[src/rtl/updown_counter_pkg.sv]
// Shared constants and the per-edge decision type for updown_counter.
package updown_counter_pkg;

    localparam logic DIR_UP    = 1'b1;
    localparam logic DIR_DN    = 1'b0;
    localparam logic MODE_WRAP = 1'b0;
    localparam logic MODE_SAT  = 1'b1;

    typedef enum logic [1:0] {
        ST_CLR,
        ST_LOAD,
        ST_STEP,
        ST_HOLD
    } step_t;

    // clr beats load beats step; anything else holds.
    function automatic step_t decide(input logic clr, input logic load, input logic step_en);
        if (clr) begin
            return ST_CLR;
        end else if (load) begin
            return ST_LOAD;
        end else if (step_en) begin
            return ST_STEP;
        end
        return ST_HOLD;
    endfunction

endpackage

[src/rtl/counter_prescaler.sv]
// Divides enable cycles by PRESCALE; tick marks the enable cycle that completes a phase.
module counter_prescaler #(
    parameter int unsigned PRESCALE = 1
) (
    input  logic clk,
    input  logic rst_n,
    input  logic clr,
    input  logic enable,
    output logic tick
);

    localparam int unsigned PW = (PRESCALE > 1) ? $clog2(PRESCALE) : 1;
    localparam logic [PW-1:0] LAST = PW'(PRESCALE - 1);

    logic [PW-1:0] phase_q, phase_d;

    assign tick = enable & (phase_q == LAST);

    always_comb begin
        phase_d = phase_q;
        if (clr) begin
            phase_d = '0;
        end else if (enable) begin
            phase_d = tick ? '0 : phase_q + PW'(1);
        end
    end

    always_ff @(posedge clk or negedge rst_n) begin
        if (!rst_n) begin
            phase_q <= '0;
        end else begin
            phase_q <= phase_d;
        end
    end

endmodule

[src/rtl/updown_counter.sv]
// Up/down counter with wrap or saturate boundaries, wrap pulse and sticky boundary flag.
// Optional enable prescaler built when UPDOWN_COUNTER_PRESCALE_EN is defined.
module updown_counter
    import updown_counter_pkg::*;
#(
    parameter int unsigned WIDTH    = 4,
    parameter int unsigned MAX_VAL  = 2**WIDTH - 1,
    parameter int unsigned PRESCALE = 1
) (
    input  logic             clk,
    input  logic             rst_n,
    input  logic             clr,
    input  logic             enable,
    input  logic             up_dn,
    input  logic             load,
    input  logic [WIDTH-1:0] load_val,
    input  logic             sat_mode,
    output logic [WIDTH-1:0] count,
    output logic             tc,
    output logic             ovf
);

    localparam logic [WIDTH-1:0] MAX_COUNT = WIDTH'(MAX_VAL);

    logic [WIDTH-1:0] count_q, count_d;
    logic             tc_q, tc_d;
    logic             ovf_q, ovf_d;
    logic             tick;
    step_t            decision;

`ifdef UPDOWN_COUNTER_PRESCALE_EN
    // Load restarts the phase just like clear does.
    counter_prescaler #(
        .PRESCALE(PRESCALE)
    ) u_prescaler (
        .clk   (clk),
        .rst_n (rst_n),
        .clr   (clr | load),
        .enable(enable),
        .tick  (tick)
    );
`else
    // PRESCALE has no effect in this build; the term is constant true.
    assign tick = enable & (PRESCALE != 0);
`endif

    assign decision = decide(clr, load, tick);

    always_comb begin
        count_d = count_q;
        tc_d    = 1'b0;
        ovf_d   = ovf_q;
        unique case (decision)
            ST_CLR: begin
                count_d = '0;
                ovf_d   = 1'b0;
            end
            ST_LOAD: begin
                count_d = (load_val > MAX_COUNT) ? MAX_COUNT : load_val;
            end
            ST_STEP: begin
                if (up_dn == DIR_UP) begin
                    if (count_q == MAX_COUNT) begin
                        ovf_d = 1'b1;
                        if (sat_mode == MODE_WRAP) begin
                            count_d = '0;
                            tc_d    = 1'b1;
                        end
                    end else begin
                        count_d = count_q + WIDTH'(1);
                    end
                end else begin
                    if (count_q == '0) begin
                        ovf_d = 1'b1;
                        if (sat_mode == MODE_WRAP) begin
                            count_d = MAX_COUNT;
                            tc_d    = 1'b1;
                        end
                    end else begin
                        count_d = count_q - WIDTH'(1);
                    end
                end
            end
            default: begin
            end
        endcase
    end

    always_ff @(posedge clk or negedge rst_n) begin
        if (!rst_n) begin
            count_q <= '0;
            tc_q    <= 1'b0;
            ovf_q   <= 1'b0;
        end else begin
            count_q <= count_d;
            tc_q    <= tc_d;
            ovf_q   <= ovf_d;
        end
    end

    assign count = count_q;
    assign tc    = tc_q;
    assign ovf   = ovf_q;

endmodule

[config.mk]
export PLATFORM = sky130hd
export DESIGN_NAME = updown_counter
export DESIGN_NICKNAME = d
export VERILOG_FILES = /design/src/rtl/updown_counter_pkg.sv /design/src/rtl/counter_prescaler.sv /design/src/rtl/updown_counter.sv
export SDC_FILE = /design/constraint.sdc
export NUM_CORES = 1
export LEC_CHECK = 0
export CORE_UTILIZATION = 25
export CTS_CLUSTER_SIZE = 20
export DETAILED_ROUTE_END_ITERATION = 8
export SLEW_MARGIN = 20
export SYNTH_ARGS = -nofsm -noshare
export SYNTH_HDL_FRONTEND = slang
export SYNTH_SLANG_ARGS = --single-unit
[constraint.sdc]
create_clock -name clk -period 1.6 [get_ports clk]
set_input_delay 0.32 -clock clk [delete_from_list [all_inputs] [get_ports clk]]
set_output_delay 0.32 -clock clk [all_outputs]
set_load 0.02 [all_outputs]
==> qor.txt <==
Status - finished clean
Area contributors post-synth - dfrtp_1 (33%), mux2i_1 (6.6%), ha_1 (5.5%)
Switching Power - 0.000165 W
Total grt overflow - 0
Crit. End Element - flop
Combinational power share - 33.7%
Clk pwr share - 31.3%
First-pass GRT wire length - 2.01 mm
Final Cell Area - 748 um^2
Worst Reg2Reg Path Length in Cells - 5
Total GRT Usage - 14.9%
CTS Hold Bufs - 0
Worst-skew pair later-pin latency - 0.26 ns
Nets - 85
Post-Syn Area - 454 um^2
Ys Warns - 0
Post-DP Area - 701 um^2
Fin crit share - 99.9%
Final Setup Violations - 0
Unique masters post-synth - 27
Critical path arrival - 1.77 ns
Vias in the first global route - 446
Post-synth EDFFs - 0
Initial Util - 26.6%
Rel. slew slack - 78.8%
Placed cells - 92
Seq pwr share - 35.0%
Final Max Slew Viols - 0
Switching Fraction - 31.9%
Layout Cells excl Fill - 96
Crit-path max FO - 4
Fill count - 184
Antenna violations before repair - 0
# IOs - 17
Clock Path Buffers - 2
Met2 WL - 631 um
Syn Inst Count - 44
Wl on met1 - 550 um
Synth cell count leaders - dfrtp_1 (6), inv_1 (6), mux2i_1 (3), nand2_1 (3)
Row count - 15
Yosys reg bits - 6
Top FF cell, synth - dfrtp_1
DR vias/cell - 4.85
Met3 WL - 101 um
Max Clock Freq - 0.625 GHz
Sequential area share after synthesis - 33.1%
Min cycle time layout - 1.60 ns
Iteration-0 DRC Markers - 10
Post-CTS Setup Inserts - 0
Dpl ws - -0.0919 ns
Clock root buffer - clkbuf_4
Total leakage power - 0.342 nW
DIE WIDTH - 44.6 um
CTS tree - built
Share of layout cells above drive strength 1 - 29.6%
Syn-to-layout area delta - 64.7%
Post-Syn Nets - 57
Worst VDD drop - 0.000354 V
P_int - 0.000351 W
Clock transition at the registers of the reported paths - 0.05 ns
Multi-input logic area - 300 um^2
Largest net degree at the start of global routing - 8
Worst-Margin Slew - 0.317 ns
Mean area per synthesized cell - 10.3 um^2
DIE AREA - 1990 um^2
Clk sinks - 6
Final count of hold timing violations - 0
Input/output buffers - 16
Vias - 466
Antenna fix cells - 0
Post-DP HPWL - 1.04 mm
RSZ-0062 raised after global routing - yes
H-tree depth - 1
Total wire length - 1.30 mm
R2r startpoint - count[0]$_DFFE_PN0P_
Worst hold slack - 0.315 ns
MaxCap Viol Count - 0
Skew final - 0.0108 ns
PD cells - 690 nW/um^2
Startpoint Class - flop
Top Metal Used - met4
Fin Setup TNS - 0 ns
Synth async-reset ratio - 100%
HP Class - in -> async
Core Region - 1710 um^2
Register Area - 153 um^2
Routed len/inst - 13.6 um
Worst Path Required - 1.77 ns
PnR worst setup slack - 0.000849 ns
Die height - 44.6 um
DRC viols - 0
Num CTS Buffers - 3
Yosys top cell area share - 33.1%
Drt pass-1 iters - 4
Worst Setup Path Type - reg -> reg
Cell accounting for the most synthesized area - dfrtp_1
Routability cong. - 0.849
Crit path from - count[0]$_DFFE_PN0P_
Routed Antenna Nets - 0
-- critical path: stages, from the launching register on --
cell and delay [ns]:
dfrtp_2 0.42, ha_2 0.21, and4_4 0.20, o21a_4 0.23
o21ai_4 0.21, mux2i_1 0.24
-- repair_timing --
item,4_1_cts,5_1_grt
gates cloned,0,0
hold endpoints to repair,0,0
pin swaps,0,1
setup endpoints to repair,2,6
gates resized for setup,2,6
-- worst paths after layout --
check | endpoint | slack [ns]
worst min register to register | ovf$_DFFE_PN0P_ | 0.54
max in group asynchronous | count[0]$_DFFE_PN0P_ | 1.03
worst max register to register | count[0]$_DFFE_PN0P_ | 0.0008
worst max-delay path | count[0]$_DFFE_PN0P_ | 0.0008
worst min-delay path | ovf$_DFFE_PN0P_ | 0.32
min in group clk | ovf$_DFFE_PN0P_ | 0.54
-- cell families (layout without fill, tap and decap cells) --
logic type / count (synthesis) / in the layout / share of synthesized area, %
and+or+nand+nor: 9 / 9 / 14.3
muxes: 3 / 3 / 6.61
buffers and inverters: 6 / 33 / 4.96
AOI/OAI and AO/OA: 17 / 17 / 33.6
adders and majority gates: 2 / 2 / 5.51
DFF: 6 / 6 / 33.1
xor gates and xnor gates: 1 / 1 / 1.93
-- cells in the final DEF, fill, tap and decap left out, types with 2 or more instances in the layout --
cell / Yosys / routed
a32oi_1: 2 / 2
mux2i_1: 3 / 3
dfrtp_1: 6 / 4
inv_1: 6 / 6
clkdlybuf4s50_1: 0 / 12
dfrtp_2: 0 / 2
buf_4: 0 / 7
dlygate4sd2_1: 0 / 2
dlymetal6s2s_1: 0 / 2
clkbuf_4: 0 / 3
ha_2: 0 / 2
nand2_1: 3 / 3
-- power groups by stage --
stage                      logic, W  clock network, W  registers, W
after global placement     0.000167                 0      0.000182
after floorplan           0.0000662                 0      0.000194
after CTS                  0.000167          0.000166      0.000179
after global routing       0.000186          0.000179      0.000183
after detailed placement   0.000169                 0      0.000182
final                      0.000174          0.000162      0.000181
-- layer usage --
layer | GRT usage, % | up-vias
met5 | 0 | -
met4 | 8.48 | 0
met3 | 6.53 | 3
met2 | 23.2 | 27
met1 | 16.9 | 214
li1 | - | 222
-- stage by stage --
step / util, % / total power, W
6_report: 43.8 / 0.000516
4_1_cts: 42.4 / 0.000513
5_1_grt: 43.8 / 0.000548
3_3_place_gp: 41.0 / 0.000348
3_5_place_dp: 41.0 / 0.000351
2_1_floorplan: - / 0.000261
-- state kept, by name, summed over array words and instances, names as in the netlist --
name	count
count	4
tc	1
ovf	1
-- area by class of cell --
type | count | area share, %
sequential | 6 | 20.4
tap | 25 | 4.18
timing repair buffer | 23 | 28.8
inverter | 6 | 3.01
clock buffer | 4 | 3.51
multi-input combinational | 32 | 40.1
No activity file was read; power rests on OpenSTA's default activity.
